**src/rtl/clock_gen_pkg.sv**
```systemverilog
// +--------------------------------------------------------------+
// | clock_gen_pkg: FSM state type and default parameter values   |
// | Rev 1.0                                                      |
// +--------------------------------------------------------------+
`default_nettype none

package clock_gen_pkg;

  typedef enum logic [1:0] {
    WAIT_LOCK = 2'd0,
    SETTLE    = 2'd1,
    RUN       = 2'd2
  } state_t;

  localparam int DEF_CHANNELS      = 2;
  localparam int DEF_ACC_W         = 24;
  localparam int DEF_SETTLE_CYCLES = 1024;
  localparam int DEF_SYNC_STAGES   = 2;

  function automatic int chan_w(input int n);
    return (n > 1) ? $clog2(n) : 1;
  endfunction

endpackage

`default_nettype wire

```
**src/rtl/clock_enable_gen_if.sv**
```systemverilog
// +--------------------------------------------------------------+
// | clock_enable_gen_if: configuration write channel             |
// | Rev 1.0                                                      |
// +--------------------------------------------------------------+
`default_nettype none

interface clock_enable_gen_if
  import clock_gen_pkg::*;
#(
  parameter int CHANNELS = DEF_CHANNELS,
  parameter int ACC_W    = DEF_ACC_W
) ();

  localparam int CH_W = chan_w(CHANNELS);

  logic             cfg_valid;
  logic             cfg_ready;
  logic [CH_W-1:0]  cfg_channel;
  logic [ACC_W-1:0] cfg_increment;

  modport master (
    output cfg_valid,
    output cfg_channel,
    output cfg_increment,
    input  cfg_ready
  );

  modport slave (
    input  cfg_valid,
    input  cfg_channel,
    input  cfg_increment,
    output cfg_ready
  );

endinterface

`default_nettype wire

```
**src/rtl/clock_enable_gen_nco_channel.sv**
```systemverilog
// +--------------------------------------------------------------+
// | nco_channel: phase accumulator whose carry is the strobe     |
// | Rev 1.0                                                      |
// +--------------------------------------------------------------+
`default_nettype none

module nco_channel
  import clock_gen_pkg::*;
#(
  parameter int ACC_W = DEF_ACC_W
) (
  input  wire logic             clock_in,
  input  wire logic             reset_n,
  input  wire logic             run_en,
  input  wire logic             load,
  input  wire logic [ACC_W-1:0] load_inc,
  output logic                  strobe
);

  logic [ACC_W-1:0] inc_q;
  logic [ACC_W-1:0] acc_q;
  logic [ACC_W:0]   sum;

  assign sum = {1'b0, acc_q} + {1'b0, inc_q};

  // A write restarts the phase so the new rate begins from a clean origin.
  always_ff @(posedge clock_in or negedge reset_n) begin
    if (!reset_n) begin
      inc_q  <= '0;
      acc_q  <= '0;
      strobe <= 1'b0;
    end else if (load) begin
      inc_q  <= load_inc;
      acc_q  <= '0;
      strobe <= 1'b0;
    end else if (run_en) begin
      acc_q  <= sum[ACC_W-1:0];
      strobe <= sum[ACC_W];
    end else begin
      acc_q  <= '0;
      strobe <= 1'b0;
    end
  end

endmodule

`default_nettype wire

```
**src/rtl/clock_enable_gen.sv**
```systemverilog
// +--------------------------------------------------------------+
// | clock_enable_gen: lock-qualified multi-channel clock enables |
// | Rev 1.0                                                      |
// +--------------------------------------------------------------+
`default_nettype none

module clock_enable_gen
  import clock_gen_pkg::*;
#(
  parameter int CHANNELS      = DEF_CHANNELS,
  parameter int ACC_W         = DEF_ACC_W,
  parameter int SETTLE_CYCLES = DEF_SETTLE_CYCLES,
  parameter int SYNC_STAGES   = DEF_SYNC_STAGES
) (
  input  wire logic          clock_in,
  input  wire logic          reset_n,
  input  wire logic          locked_in,
  clock_enable_gen_if.slave  cfg,
  output logic               ready,
  output logic               reset_out_n,
  output logic [CHANNELS-1:0] strobe
);

  localparam int              CNT_W       = $clog2(SETTLE_CYCLES + 1);
  localparam logic [CNT_W-1:0] SETTLE_LAST = CNT_W'(SETTLE_CYCLES - 1);

  logic [SYNC_STAGES-1:0] sync_q;
  logic                   locked_s;
  state_t                 state;
  logic [CNT_W-1:0]       settle_cnt;
  logic                   cfg_ready_q;
  logic                   cfg_accept;
  logic                   run_en;

  always_ff @(posedge clock_in or negedge reset_n) begin
    if (!reset_n) begin
      sync_q <= '0;
    end else begin
      sync_q <= {sync_q[SYNC_STAGES-2:0], locked_in};
    end
  end

  assign locked_s = sync_q[SYNC_STAGES-1];

  // ready is registered alongside the state so it is high exactly in RUN.
  always_ff @(posedge clock_in or negedge reset_n) begin
    if (!reset_n) begin
      state       <= WAIT_LOCK;
      settle_cnt  <= '0;
      ready       <= 1'b0;
      reset_out_n <= 1'b0;
    end else if (!locked_s) begin
      state       <= WAIT_LOCK;
      settle_cnt  <= '0;
      ready       <= 1'b0;
      reset_out_n <= 1'b0;
    end else begin
      case (state)
        WAIT_LOCK: begin
          state      <= SETTLE;
          settle_cnt <= '0;
        end
        SETTLE: begin
          settle_cnt <= settle_cnt + 1'b1;
          if (settle_cnt == SETTLE_LAST) begin
            state       <= RUN;
            ready       <= 1'b1;
            reset_out_n <= 1'b1;
          end
        end
        RUN: begin
          ready       <= 1'b1;
          reset_out_n <= 1'b1;
        end
        default: begin
          state       <= WAIT_LOCK;
          ready       <= 1'b0;
          reset_out_n <= 1'b0;
        end
      endcase
    end
  end

  always_ff @(posedge clock_in or negedge reset_n) begin
    if (!reset_n) begin
      cfg_ready_q <= 1'b0;
    end else begin
      cfg_ready_q <= 1'b1;
    end
  end

  assign cfg.cfg_ready = cfg_ready_q;
  assign cfg_accept    = cfg.cfg_valid & cfg_ready_q;

  // Accumulate only while staying in RUN so strobes clear on the exit edge.
  assign run_en = (state == RUN) & locked_s;

  generate
    for (genvar i = 0; i < CHANNELS; i++) begin : g_chan
      logic load;
      assign load = cfg_accept && (int'(cfg.cfg_channel) == i);

      nco_channel #(
        .ACC_W (ACC_W)
      ) u_nco (
        .clock_in (clock_in),
        .reset_n  (reset_n),
        .run_en   (run_en),
        .load     (load),
        .load_inc (cfg.cfg_increment),
        .strobe   (strobe[i])
      );
    end
  endgenerate

endmodule

`default_nettype wire

```
**src/flat_wrapper.sv**
```systemverilog
// flat-port wrapper written by rule: the top's interface ports become plain ports
module clock_enable_gen_flat import clock_gen_pkg::*;
#(
  parameter int CHANNELS      = DEF_CHANNELS,
  parameter int ACC_W         = DEF_ACC_W,
  parameter int SETTLE_CYCLES = DEF_SETTLE_CYCLES,
  parameter int SYNC_STAGES   = DEF_SYNC_STAGES
)
  (clock_in, reset_n, locked_in, ready, reset_out_n, strobe, cfg_cfg_valid, cfg_cfg_channel, cfg_cfg_increment, cfg_cfg_ready);
  clock_enable_gen_if #(.CHANNELS(CHANNELS), .ACC_W(ACC_W)) cfg_i ();
  input  wire logic clock_in;
  input  wire logic reset_n;
  input  wire logic locked_in;
  output logic ready;
  output logic reset_out_n;
  output logic [CHANNELS-1:0] strobe;
  input wire logic [$bits(cfg_i.cfg_valid)-1:0] cfg_cfg_valid;
  input wire logic [$bits(cfg_i.cfg_channel)-1:0] cfg_cfg_channel;
  input wire logic [$bits(cfg_i.cfg_increment)-1:0] cfg_cfg_increment;
  output wire logic [$bits(cfg_i.cfg_ready)-1:0] cfg_cfg_ready;
  assign cfg_i.cfg_valid = cfg_cfg_valid;
  assign cfg_i.cfg_channel = cfg_cfg_channel;
  assign cfg_i.cfg_increment = cfg_cfg_increment;
  assign cfg_cfg_ready = cfg_i.cfg_ready;
  clock_enable_gen #(.CHANNELS(CHANNELS), .ACC_W(ACC_W), .SETTLE_CYCLES(SETTLE_CYCLES), .SYNC_STAGES(SYNC_STAGES)) u_core (.clock_in(clock_in), .reset_n(reset_n), .locked_in(locked_in), .cfg(cfg_i), .ready(ready), .reset_out_n(reset_out_n), .strobe(strobe));
endmodule
```
**config.mk**
```make
export PLATFORM = sky130hd
export DESIGN_NAME = clock_enable_gen_flat
export DESIGN_NICKNAME = d
export VERILOG_FILES = /design/src/rtl/clock_gen_pkg.sv /design/src/rtl/clock_enable_gen_if.sv /design/src/rtl/clock_enable_gen_nco_channel.sv /design/src/rtl/clock_enable_gen.sv /design/src/flat_wrapper.sv
export SDC_FILE = /design/constraint.sdc
export NUM_CORES = 1
export LEC_CHECK = 0
export BUFFER_PORTS_ARGS = -buffer_cell sky130_fd_sc_hd__buf_2
export CAP_MARGIN = 5
export CORE_ASPECT_RATIO = 0.75
export CORE_MARGIN = 2
export CORE_UTILIZATION = 40
export DETAILED_ROUTE_END_ITERATION = 8
export GPL_TIMING_DRIVEN = 0
export SYNTH_ARGS = -nofsm -noshare
export SYNTH_HDL_FRONTEND = slang
export SYNTH_SLANG_ARGS = --single-unit
```
**constraint.sdc**
```tcl
create_clock -name clock_in -period 4.3 [get_ports clock_in]
set_clock_uncertainty 0.05 [all_clocks]
set_input_delay 1.29 -clock clock_in [delete_from_list [all_inputs] [get_ports clock_in]]
set_output_delay 1.29 -clock clock_in [all_outputs]
set_load 0.01 [all_outputs]
```
# [Yosys cells after proc, flatten, opt, wreduce, memory -nomap -nowiden]
# Cells that the tools add are included.
[word_totals] register_bits=115 inputBits=29 wordCells=45
[op_classes] n_addsub=3 n_eq_ne=7 n_mux=16 bitwise_logic=3 reduce_logical=5
[ops] cell="$mux W24" n=4
[ops] cell="$add A24 B24 Y25" n=2
[ops] cell="$pmux W11 S2" n=1
[ops] cell="$add A11 B1 Y11 const B" n=1
[ops] cell="$eq A11 B10 Y1 const B" n=1
[ops] cell="$mux W11" n=1
[ops] cell="$mux W1" n=6
[ops] cell="$ne A3 B3 Y1 const B" n=2
[ops] cell="$pmux W2 S3" n=1
[ops] cell="$mux W2" n=2
[ops] cell="$ne A2 B2 Y1 const B" n=2
[ops] cell="$reduce_and A2 Y1" n=2
[ops] cell="$pmux W1 S3" n=1
[ops] cell="$and A1 B1 Y1" n=2
[ops] cell="$eq A2 B1 Y1 const B" n=1
[ops] cell="$eq A2 B2 Y1 const B" n=1
[ops] cell="$logic_and A1 B1 Y1" n=2
[ops] cell="$logic_not A2 Y1" n=1
[ops] cell="$not A1 Y1" n=1

# [Logic depth before layout (Yosys ltp)]
[depth] ltp_word=4 ltp_mapped=9

# [By module]
# Synthesis repeated with hierarchy kept, for this count alone.
[unflattened] hier_cells=642 area_unflattened_um2=6718.9
[modules_own_cells] module="nco_channel at u_core.g_chan[0].u_nco" instances=1 cells_per_inst=279 area_per_inst_um2=2937.8 seq_area_each_um2=1226.2
[modules_own_cells] module="nco_channel at u_core.g_chan[1].u_nco" instances=1 cells_per_inst=265 area_per_inst_um2=2860.2 seq_area_each_um2=1226.2
[modules_own_cells] module="clock_enable_gen" instances=1 cells_per_inst=98 area_per_inst_um2=920.9 seq_area_each_um2=425.4

# [Worst setup path before layout]
# Ideal clock, no wire load.
[synth_timing] path_type="reg2reg" startpoint="register u_core.g_chan[0].u_nco.inc_q[0]" endpoint="register u_core.g_chan[0].u_nco.acc_q[20]" setup_time_ps=132 arrival_time_ps=2356 required_ps=4118 slack_ps=1762 path_stages_with_launch=10 path_buffers=0 cell_sequence="dfrtp_1 > ha_1 > fa_1 > a21o_1 > a221oi_1 > o211ai_1 > a31oi_1 > o311a_1 > xor2_1 > nor2_1"
[synth_between] elab_chain_cells=3
[synth_rtl] element="start: declaration" line_no="clock_enable_gen_nco_channel.sv:20" rtl="logic [ACC_W-1:0] inc_q;"
[synth_rtl] element="start signal: assignment" line_no="clock_enable_gen_nco_channel.sv:33" rtl="inc_q <= load_inc;"
[synth_rtl] element="$add A24 B24 Y25" line_no="clock_enable_gen_nco_channel.sv:24" rtl="assign sum = {1'b0, acc_q} + {1'b0, inc_q};"
[synth_rtl] element="$mux W24" line_no="clock_enable_gen_nco_channel.sv:36" rtl="end else if (run_en) begin"
[synth_rtl] element="$mux W24" line_no="clock_enable_gen_nco_channel.sv:32" rtl="end else if (load) begin"
[synth_rtl] element="end signal: assignment" line_no="clock_enable_gen_nco_channel.sv:37" rtl="acc_q <= sum[ACC_W-1:0];"
[synth_rtl] element="end: declaration" line_no="clock_enable_gen_nco_channel.sv:21" rtl="logic [ACC_W-1:0] acc_q;"
# No other way between the ends.
# A chain may end at the register's enable or synchronous reset.

# [Final worst setup path]
[layout_timing] startpoint="register u_core.g_chan[0].u_nco.inc_q[0]" endpoint="register u_core.g_chan[0].u_nco.strobe"
[layout_between] elab_chain_cells=3
[layout_rtl] element="$add A24 B24 Y25" line_no="clock_enable_gen_nco_channel.sv:24"
[layout_rtl] element="$mux W1" line_no="clock_enable_gen_nco_channel.sv:36"
[layout_rtl] element="$mux W1" line_no="clock_enable_gen_nco_channel.sv:32"
[layout_rtl] element="end signal: assignment" line_no="clock_enable_gen_nco_channel.sv:38" rtl="strobe <= sum[ACC_W];"
[layout_rtl] element="end: declaration" line_no="clock_enable_gen_nco_channel.sv:17" rtl="output logic strobe"
# No other way between the ends.

==> results.tsv <==
stage	metric	value	unit
setup_path	CP Cell Sequence	ha_1 -> fa_1 -> a21o_1 -> a221oi_1 -> o211ai_1 -> a31oi_1 -> o311a_1 -> nand4b_1 -> a21oi_1	
timing	Final Setup Violations	0	
logic_synthesis	largest area contributor in the netlist	dfrtp_1	
grt	gr usage total	17.9	%
cells_and_area	most common cell after layout, fill and taps aside	dfrtp_1	
logic_synthesis	Area contributors post-synth	dfrtp_1 44%, ha_1 10%, mux2_1 7.6%	
logic_synthesis	Syn Std Cell Area	6550	um2
pwr	Pwr Density	483	nW/um2
timing	Hold Fails Final Rpt	0	
die	num rows	40	
setup_path	crit-path max cell delay	0.55	ns
logic_synthesis	Async S/R FF share, synth	100	%
cells_and_area	post-layout util	47.6	%
grt	antenna violations before repair	0	
place	# port buffers	33	
cells_and_area	area of the multi-input gates	3490	um2
pwr	LEAKAGE	3.67	nW
cells_and_area	Final Net Count	767	
setup_path	Worst EP arrival	3.26	ns
routing	initial drt markers	306	
timing	Achievable Freq	0.329	GHz
timing	max-slew violations	0	
clock_tree	CTS-repair resized insts	0	
clock_tree	setup bufs post-CTS	0	
cells_and_area	fin area	7620	um2
logic_synthesis	Synth Net Count	714	
hold_path	Worst Hold Class	reg2reg	
routing	routed wire length	14900	um
grt	grt total ovfl	0	
place	dpl cell area	7020	um2
cells_and_area	antenna fix cells	0	
setup_path	CP max-delay cell	a221oi_1	
logic_synthesis	register area share after synthesis	43.9	%
die	Ports	34	
logic_synthesis	post-synth top area share	43.9	%
setup_path	Worst Path Buf+Inv	0	
flow_run	max-cap violation count	0	
cells_and_area	post-route insts no fill	906	
grt	first-pass GRT wire length	24900	um
pwr	peak supply drop	0.275	mV
clock_tree	clk sink count	115	
setup_path	Crit path max-delay family	compound AO/OA/AOI/OAI gates	
logic_synthesis	Synth Warn #	0	
routing	routed vias	4868	
timing	Tcrit/Tclk final	70.7	%
clock_tree	Clock Tree Buf Depth	2	
grt	largest net degree at the start of global routing	72	
timing	Slew headroom	56.0	%
setup_path	startpoint type of the worst setup path	register	
status	outcome	completed	
die	Starting Density	40.9	%
place	Post-Place Cells	874	
logic_synthesis	Synth Flop Type	dfrtp_1	
cells_and_area	share of cells above drive strength 1	12.1	%
cells_and_area	Layout area overhead	16.2	%
logic_synthesis	Mapped Cells	630	
clock_tree	H-tree depth	4	
logic_synthesis	Synth Register Bits	115	
clock_tree	Reg clk slew, reported paths	0.06	ns
clock_tree	clk_lat worst skew	0.41	ns
setup_path	largest fanout on the critical path	3	
clock_tree	cts hold-fix bufs	0	
routing	# DRC	0	
cells_and_area	FF/Latch Area	2880	um2
grt	vias in the first global route	4813	
clock_tree	CTS buffer count	17	
routing	Via density	5.37	
setup_path	WS Path Type	reg2reg	
die	Die Ht	115	um
clock_tree	CTS tree	yes	
routing	Post-DRT Antenna Nets	0	
setup_path	Worst EP required	4.52	ns
logic_synthesis	post-synth cell types	59	
cells_and_area	most frequent cells in the layout	115 x dfrtp_1, 57 x nor2_1, 53 x ha_1	
routing	Detailed Routing Iterations Pass 1	5	
place	Detail Placement HPWL	10900	um
timing	crit path time final	3.04	ns
timing	worst slew pin tran	0.660	ns
die	Die Area	17400	um2
setup_path	Worst setup EP type	register	
timing	Worst Hold Slack	0.312	ns
clock_tree	root buffer cell	clkbuf_16	
place	GP Congestion	0.883	
timing	setup TNS	0	ns
logic_synthesis	Avg Inst Size Synth	10.4	um2
cells_and_area	Fillers	1477	
logic_synthesis	Post-synth EDFFs	0	
die	Horiz. Die Dim	152	um
timing	RSZ-0062 raised after global routing	no	
die	core area	16000	um2
routing	WL per Instance	16.5	um
synth_stat cells (3+ instances only):
library cell,n
dfrtp_1,115
and2_1,11
a21oi_1,40
ha_1,53
nand2_1,38
o21a_1,12
nand4_1,7
nor2_1,57
buf_4,3
a22o_1,6
buf_6,4
xnor2_1,17
and3_1,9
clkbuf_1,16
nand3_1,15
o21bai_1,10
a21o_1,24
o21ai_1,27
nand2b_1,4
inv_1,13
nor3_1,13
mux2_1,44
nor3b_1,5
a211oi_1,7
xor2_1,17
a31oi_1,5
o21ai_0,11
mux2_2,4
registers in the layout, indices dropped and copies added, names as in the netlist:
register / count
u_core.cfg.cfg_ready: 1
u_core.g_chan.u_nco.strobe: 2
u_core.sync_q: 2
u_core.g_chan.u_nco.inc_q: 48
u_core.state: 2
u_core.settle_cnt: 11
u_core.g_chan.u_nco.acc_q: 48
u_core.ready: 1
worst reg2reg max path, stage by stage, from the launching register on:
cell and delay (ns):
dfrtp_1 0.38, ha_1 0.24, fa_1 0.42, a21o_1 0.20, a221oi_1 0.55, o211ai_1 0.25
a31oi_1 0.34, o311a_1 0.24, nand4b_1 0.12, a21oi_1 0.10
routing by layer:
metal	track usage (%)	vias up	routed length, um
met5	0	-	0
met4	5.61	0	193
met3	3.58	20	620
met2	26.1	108	6110
met1	26.8	2342	8010
li1	-	2398	-
path summary, 6_finish.rpt:
check                      cells after the start  slack [ns]                               end                       startpoint
max                                            9        1.26     u_core.g_chan[0].u_nco.strobe  u_core.g_chan[0].u_nco.inc_q[0]
min                                            0        0.31                  u_core.sync_q[1]                 u_core.sync_q[0]
max reg2reg                                    9        1.26     u_core.g_chan[0].u_nco.strobe  u_core.g_chan[0].u_nco.inc_q[0]
min reg2reg                                    0        0.31                  u_core.sync_q[1]                 u_core.sync_q[0]
max in group asynchronous                      2        2.76  u_core.g_chan[1].u_nco.acc_q[19]                          reset_n
min in group asynchronous                      1        0.75  u_core.g_chan[0].u_nco.acc_q[16]                          reset_n
area by class of cell:
| class | count | share of cell area [%] |
|---|---|---|
| plain buffers | 24 | 1.74 |
| clock buffers | 19 | 5.81 |
| clock inverters | 13 | 2.09 |
| inverters | 13 | 0.641 |
| multi-input cells | 478 | 45.9 |
| flip-flops and latches | 115 | 37.8 |
| well taps | 210 | 3.45 |
| repair buffers | 34 | 2.61 |
power by group:
part           switching (mW)  internal (mW)  total [mW]
combinational           0.536          0.390       0.926
clock                   0.516          0.925        1.44
sequential             0.0894           1.22        1.31
stage by stage:
| step | setup WS, ns | power [mW] |
|---|---|---|
| after CTS | 1.30 | 3.70 |
| after floorplan | 1.76 | 1.99 |
| after global routing | 1.07 | 3.88 |
| after global placement | 0.462 | 2.20 |
| after detailed placement | 1.10 | 2.24 |
| final | 1.26 | 3.68 |
logic make-up (layout without fill, tap and decap cells):
family | after synthesis | in the layout | synth area share (%)
DFF | 115 | 115 | 43.9
and+or+nand+nor | 170 | 170 | 12.3
other | 1 | 1 | 0.0572
buffers and inverters | 37 | 103 | 2.77
muxes | 50 | 50 | 8.55
xor gates and xnor gates | 34 | 34 | 4.54
adders and majority gates | 55 | 55 | 10.7
AOI/OAI and AO/OA | 168 | 168 | 17.1
No activity file was read; power rests on OpenSTA's default activity.
